`src/rtl/ntt_pkg.sv`:
```
// Shared constants, types and the Plantard constant helper for the NTT datapath.
package ntt_pkg;
  localparam int unsigned DW = 14;
  localparam int unsigned Q  = 12289;
  localparam int unsigned L  = 15;
  localparam int unsigned N  = 512;
  localparam int unsigned CW = $clog2(N);

  typedef logic [DW-1:0]   coeff_t;
  typedef logic [L-1:0]    half_t;
  typedef logic [2*L-1:0]  wide_t;
  typedef logic [DW+L-1:0] prod_t;
  typedef logic [CW-1:0]   cnt_t;

  // WP = (w * -2^(2L) mod Q) * Q^-1 mod 2^(2L)
  function automatic wide_t plantard_const(input int unsigned w);
    longint unsigned q64;
    longint unsigned mask;
    longint unsigned wneg;
    longint unsigned qinv;
    q64  = 64'(Q);
    mask = (64'd1 << (2 * L)) - 64'd1;
    wneg = (64'(w) * ((64'd1 << (2 * L)) % q64)) % q64;
    wneg = (q64 - wneg) % q64;
    // Newton iteration for Q^-1: every step doubles the count of correct low bits
    qinv = q64;
    for (int i = 0; i < 5; i++) begin
      qinv = (qinv * (64'd2 - q64 * qinv)) & mask;
    end
    return wide_t'((wneg * qinv) & mask);
  endfunction
endpackage

```
`src/rtl/plantard_cmul.sv`:
```
// Four-stage constant multiplier y = a*W mod Q using Plantard reduction; all stages share one enable.
module plantard_cmul
  import ntt_pkg::*;
#(
  parameter int unsigned W = 12265
) (
  input  logic   clk,
  input  logic   rst,
  input  logic   en,
  input  coeff_t a,
  output coeff_t y
);

  localparam wide_t WP    = plantard_const(W);
  localparam half_t WP_HI = WP[2*L-1:L];
  localparam half_t WP_LO = WP[L-1:0];

  prod_t p_hi;
  prod_t p_lo;
  half_t t;
  wide_t m;
  wide_t t_sum;
  half_t r;

  // Only the low 2L bits of the product matter, so p_hi is shifted into that window and truncated
  always_comb begin
    t_sum = wide_t'({p_hi, {L{1'b0}}}) + wide_t'(p_lo);
    r     = half_t'((m + wide_t'(Q)) >> L);
  end

  always_ff @(posedge clk or posedge rst) begin
    if (rst) begin
      p_hi <= '0;
      p_lo <= '0;
      t    <= '0;
      m    <= '0;
      y    <= '0;
    end else if (en) begin
      p_hi <= prod_t'(a) * prod_t'(WP_HI);
      p_lo <= prod_t'(a) * prod_t'(WP_LO);
      t    <= half_t'(t_sum >> L);
      m    <= wide_t'(t) * wide_t'(Q);
      // Plantard lands in 0..Q; fold Q back to 0
      y    <= (r == half_t'(Q)) ? '0 : coeff_t'(r);
    end
  end

endmodule

```
`src/rtl/plantard_descale.sv`:
```
// Streaming exit scaler: out = in*W mod Q with valid/ready flow control and per-polynomial framing.
module plantard_descale
  import ntt_pkg::*;
#(
  parameter int unsigned W = 12265
) (
  input  logic   clk,
  input  logic   rst,
  input  logic   in_valid,
  output logic   in_ready,
  input  coeff_t in_data,
  output logic   out_valid,
  input  logic   out_ready,
  output coeff_t out_data,
  output logic   out_last,
  output logic   done
);

  localparam int unsigned STAGES = 4;

  logic              adv;
  logic              at_end;
  logic [STAGES-1:0] vld;
  cnt_t              cnt;

  // Whole pipe moves together; bubbles travel with the data
  assign adv       = ~vld[STAGES-1] | out_ready;
  assign in_ready  = adv;
  assign out_valid = vld[STAGES-1];
  assign at_end    = (cnt == cnt_t'(N - 1));
  assign out_last  = out_valid & at_end;
  assign done      = out_valid & out_ready & at_end;

  always_ff @(posedge clk or posedge rst) begin
    if (rst) begin
      vld <= '0;
    end else if (adv) begin
      vld <= {vld[STAGES-2:0], in_valid};
    end
  end

  // Output handshake counter; wraps naturally because N is a power of two
  always_ff @(posedge clk or posedge rst) begin
    if (rst) begin
      cnt <= '0;
    end else if (out_valid & out_ready) begin
      cnt <= cnt + cnt_t'(1);
    end
  end

  plantard_cmul #(
    .W(W)
  ) u_cmul (
    .clk(clk),
    .rst(rst),
    .en (adv),
    .a  (in_data),
    .y  (out_data)
  );

endmodule

```
`config.mk`:
```
export PLATFORM = sky130hd
export DESIGN_NAME = plantard_descale
export DESIGN_NICKNAME = d
export VERILOG_FILES = /design/src/rtl/ntt_pkg.sv /design/src/rtl/plantard_cmul.sv /design/src/rtl/plantard_descale.sv
export SDC_FILE = /design/constraint.sdc
export NUM_CORES = 1
export LEC_CHECK = 0
export CORE_AREA = 3 3 136 138
export CTS_CLUSTER_SIZE = 30
export DETAILED_ROUTE_END_ITERATION = 6
export DIE_AREA = 0 0 139 141
export GPL_ROUTABILITY_DRIVEN = 1
export GPL_TIMING_DRIVEN = 1
export HOLD_SLACK_MARGIN = 0.08
export PLACE_DENSITY_LB_ADDON = 0.12
export SLEW_MARGIN = 25
export SYNTH_ARGS = -nofsm -noshare
export SYNTH_HDL_FRONTEND = slang
export SYNTH_SLANG_ARGS = --single-unit
```
`constraint.sdc`:
```
create_clock -name clk -period 4.9 [get_ports clk]
set_input_delay 0.98 -clock clk [delete_from_list [all_inputs] [get_ports clk]]
set_output_delay 0.98 -clock clk [all_outputs]
set_load 0.05 [all_outputs]
```
* Word level (Yosys, flattened, before mapping) *
Cells that the tools add are included.

word-level totals
  register bits = 102
  word-level logic and storage cells = 21

cells by class
  add/subtract/negate cells = 3
  $mul = 3
  equality and inequality tests = 2
  mux-type cells = 1
  bitwise gates (word level) = 5

operators with widths
  operator                                                               number
  29-bit by 14-bit adder with 30-bit output, second input constant       1
  30-bit by 22-bit adder with 30-bit output                              1
  15-bit by 14-bit multiplier with 29-bit output, second input constant  1
  14-bit by 8-bit multiplier with 22-bit output, second input constant   1
  15-bit by 14-bit == test with 1-bit output, second input constant      1
  14-bit by 9-bit multiplier with 9-bit output, second input constant    1
  14-bit 2-to-1 mux                                                      1
  9-bit by 1-bit adder with 9-bit output, second input constant          1
  9-bit == test, second input constant                                   1
  1-bit AND                                                              3
  1-bit NOT                                                              1
  1-bit bitwise OR                                                       1

* Longest topological paths before layout *
  word-level depth = 3
  depth in mapped cells = 16
  depth with buffers taken out = 16

* By module *
A second synthesis with hierarchy kept.

unflattened totals
  cells, all modules = 733
  area total of the unflattened synthesis = 7,906.3 um^2

modules (own cells, without submodules)
  module            times used  cells each  area each (um^2)  seq. area each (um^2)
  plantard_cmul     1           688         7,318.3           1,851.8
  plantard_descale  1           45          588.1             325.3

* Worst setup path before layout *
OpenSTA, ideal clock, no wires.

  kind = input to register
  start = in in_data[1]
  end = reg u_cmul.p_lo[20]
  library setup time = 0.069 ns
  arrival = 4.608 ns
  data required time = 4.831 ns
  setup slack = 0.222 ns
  cell stages on the path = 16
  cells stage by stage = ha_1 -> inv_1 -> fa_1 -> inv_1 -> fa_1 -> inv_1 -> fa_1 -> inv_1 -> ha_1 -> nand2_1 -> o21ai_0 -> nand3_1 -> a31oi_1 -> nor3_1 -> or4b_2 -> nand3_1

on the way
  cells in the longest elaborated chain, start to end = 1

RTL lines
  element                                        RTL line                RTL
  from (decl)                                    plantard_descale.sv:11  input coeff_t in_data,
  14-bit by 8-bit multiplier with 22-bit output  plantard_cmul.sv:40     p_lo <= prod_t'(a) * prod_t'(WP_LO);
  to (signal assigned)                           plantard_cmul.sv:40
  to (decl)                                      plantard_cmul.sv:19     prod_t p_lo;

No other way between the ends.
A chain may end at the register's enable or synchronous reset.

* Worst setup path in the final report *
Ends and elaborated chain as after synthesis.

==> reports/metrics.csv <==
metric;value;unit
dp_cells;1092;
postSynthAreaPerCell;9.590;µm²
synth_area_leaders;dfrtp_1 (28%), ha_1 (27%), fa_1 (11%), nand2_1 (7.2%), inv_1 (4.6%);
numCtsBuffers;9;
hold_class;flop to flop;
cts_max_level;3;
die_area;0.01960;mm²
num_vias;5566;
final_core_util;52.40;%
use_met2;29.33;%
p_leak;4.721;nW
io-pin-count;36;
gr-usage-met1;20.24;%
skew;0.004638;ns
dr.pass1.iters;4;
tns;0;ns
synth_edf_count;0;
hold_viol;0;
crit_fanout;2;
cp-start-kind;input pin;
drcViolationCount;0;
track_usage;16.18;%
ys_types;50;
final_cells;1112;
ys_ff_latch;87;
grt_max_degree;90;
path_clk_slew;0.06;ns
cts_root_buf;clkbuf_16;
drt_first_iter_violations;179;
yosysTopAreaCellShare;27.79;%
rsz0062_at_grt;true;
die_w;139;µm
drive_gt1_share;8.794;%
wl_per_cell;13.25;µm
grt_pass1_vias;5858;
dp_hpwl;11.82;mm
overflow;0;
worstSetupPathType;input pin to flop;
yosys.area.top_type;dfrtp_1;
min_period_over_period;98.18;%
slew_headroom;46.26;%
slew_violations;0;
grt_first_pass_wirelength;26.49;mm
fin_total_pwr;0.006144;W
ys_warn_count;0;
nFillCells;1619;
status;completed;
yosysSeqAreaShare;27.79;%
worst_ep_arrival_time;5.09;ns
cts_tree;done;
syn-cell-area;0.007835;mm²
numClockSinks;87;
async_flop_share;100.0;%
antenna_cells_inserted;0;
cp.required;5.18;ns
syn-num-nets;1048;
start_util;45.30;%
rows;48;
max_freq;207.9;MHz
maxCapViolations;0;
irDropWorstVdd;0.0004262;V
grt_use_met3;1.934;%
die_h;141;µm
port_buffers;35;
core;0.01730;mm²
clockBufferDepth;2;
tightestPinTransition;0.8061;ns
crit_path_end_kind;flop;
layout.nets;1113;
ys_dominant_reg_cell;dfrtp_1;
area_growth;15.68;%
grt.busiest_layer;met2;
vias_per_cell;5.005;
gp_congestion;0.8189;
setup_viol;0;
powerDensity;677.8;mW/mm²
antenna_left;0;
hold_buffers;0;
routed_wl;14.73;mm
min_period;4.811;ns
antenna_found_initial;0;
clk_latency;0.34;ns
syn_inst;817;
placed cells by master, fill, tap and decap left out, drive strengths merged, types with 7 or more instances in the layout:
master and count:
buf 37, o21ai 31, nand4 11, nor2 33
a21o 7, nand3 19, a21oi 25, fa 44
clkdlybuf4s50 30, dfrtp 87, nor3 9, clkbuf 10
xor2 31, nand2 150, ha 169, xnor2 30
inv 98
metrics by stage:
| stage | worst slack, ns | area (µm²) | hold slack (ns) |
|---|---|---|---|
| 6_report | 0.08910 | 9064 | 0.4591 |
| 5_1_grt | -0.07834 | 9064 | 0.4857 |
| 4_1_cts | 0.005711 | 8985 | 0.4634 |
| 3_5_place_dp | -0.4773 | 8656 | 0.4495 |
| 3_3_place_gp | -0.3838 | 8656 | 0.4504 |
| 2_1_floorplan | 0.2224 | 7835 | 0.4300 |
cells by family (layout without fill, tap and decap cells):
logic type	count (synthesis)	after routing	synth area share (%)
compound gates	96	96	7.857
xor+xnor	61	61	6.819
fa+ha+maj	213	213	38.23
buf+inv	115	185	5.509
flops	87	87	27.79
mux	3	3	0.4152
simple gates	242	242	13.38
critical path, cell delays in order:
cell	delay, ns
clkdlybuf4s50_1	0.43
ha_1	0.29
inv_2	0.05
fa_1	0.50
inv_1	0.06
fa_1	0.53
inv_1	0.05
fa_1	0.53
inv_1	0.04
ha_1	0.28
nand2_2	0.07
o21bai_2	0.18
nand3_2	0.13
a31oi_4	0.20
nor3_2	0.07
or4b_2	0.60
nand3_1	0.08
where the power goes:
part	switching [W]	internal, W
registers	0.000321	0.00109
logic	0.00223	0.00181
clock network	0.000289	0.000399
total	0.00284	0.00330
final timing paths:
path / from / endpoint / slack, ns / depth (start not counted)
setup reg to reg: u_cmul.t[6] / u_cmul.m[26] / 0.75 / 15
hold / removal: vld[2] / vld[2] / 0.46 / 2
setup / recovery: in_data[1] / u_cmul.p_lo[20] / 0.09 / 17
max in group asynchronous: rst / u_cmul.p_hi[14] / 2.80 / 3
min in group asynchronous: rst / cnt[5] / 1.09 / 2
hold reg to reg: vld[2] / vld[2] / 0.46 / 2
layer usage:
layer  vias up  share of wire [%]
li1       2859                  -
met5         -                  0
met2        58                 51
met1      2633                 45
met3        16                2.1
met4         0                1.5
cells in the mapped netlist, types with 7 or more instances:
| cell type | n |
|---|---|
| nand2_1 | 150 |
| a21oi_1 | 25 |
| ha_1 | 169 |
| nor2_1 | 33 |
| a21o_1 | 7 |
| inv_1 | 97 |
| xor2_1 | 31 |
| dfrtp_1 | 87 |
| clkbuf_1 | 16 |
| fa_1 | 44 |
| xnor2_1 | 30 |
| o21ai_0 | 30 |
| nand4_1 | 10 |
| nand3_1 | 19 |
| nor3_1 | 9 |
cell type report:
cell class	instances	area (µm²)	area share (%)
Timing Repair Buffer	72	640.6	7.068
Multi-Input combinational cell	615	5301	58.49
Clock buffer	10	229.0	2.526
Sequential cell	87	2177	24.02
Inverter	97	365.4	4.031
Clock inverter	6	68.82	0.7592
Tap cell	225	281.5	3.106
registers in the layout, indices dropped and copies added, names as in the netlist:
signal,count
u_cmul.p_lo,7
u_cmul.t,15
u_cmul.m,29
u_cmul.y,14
vld,4
cnt,9
u_cmul.p_hi,9
repair_timing:
item	in CTS	in global routing
setup buffers	3	1
pin swaps	6	10
endpoints found under the setup margin	1	5
cloned	0	0
resized for setup	4	18
Power figures use the tool's default switching activity.
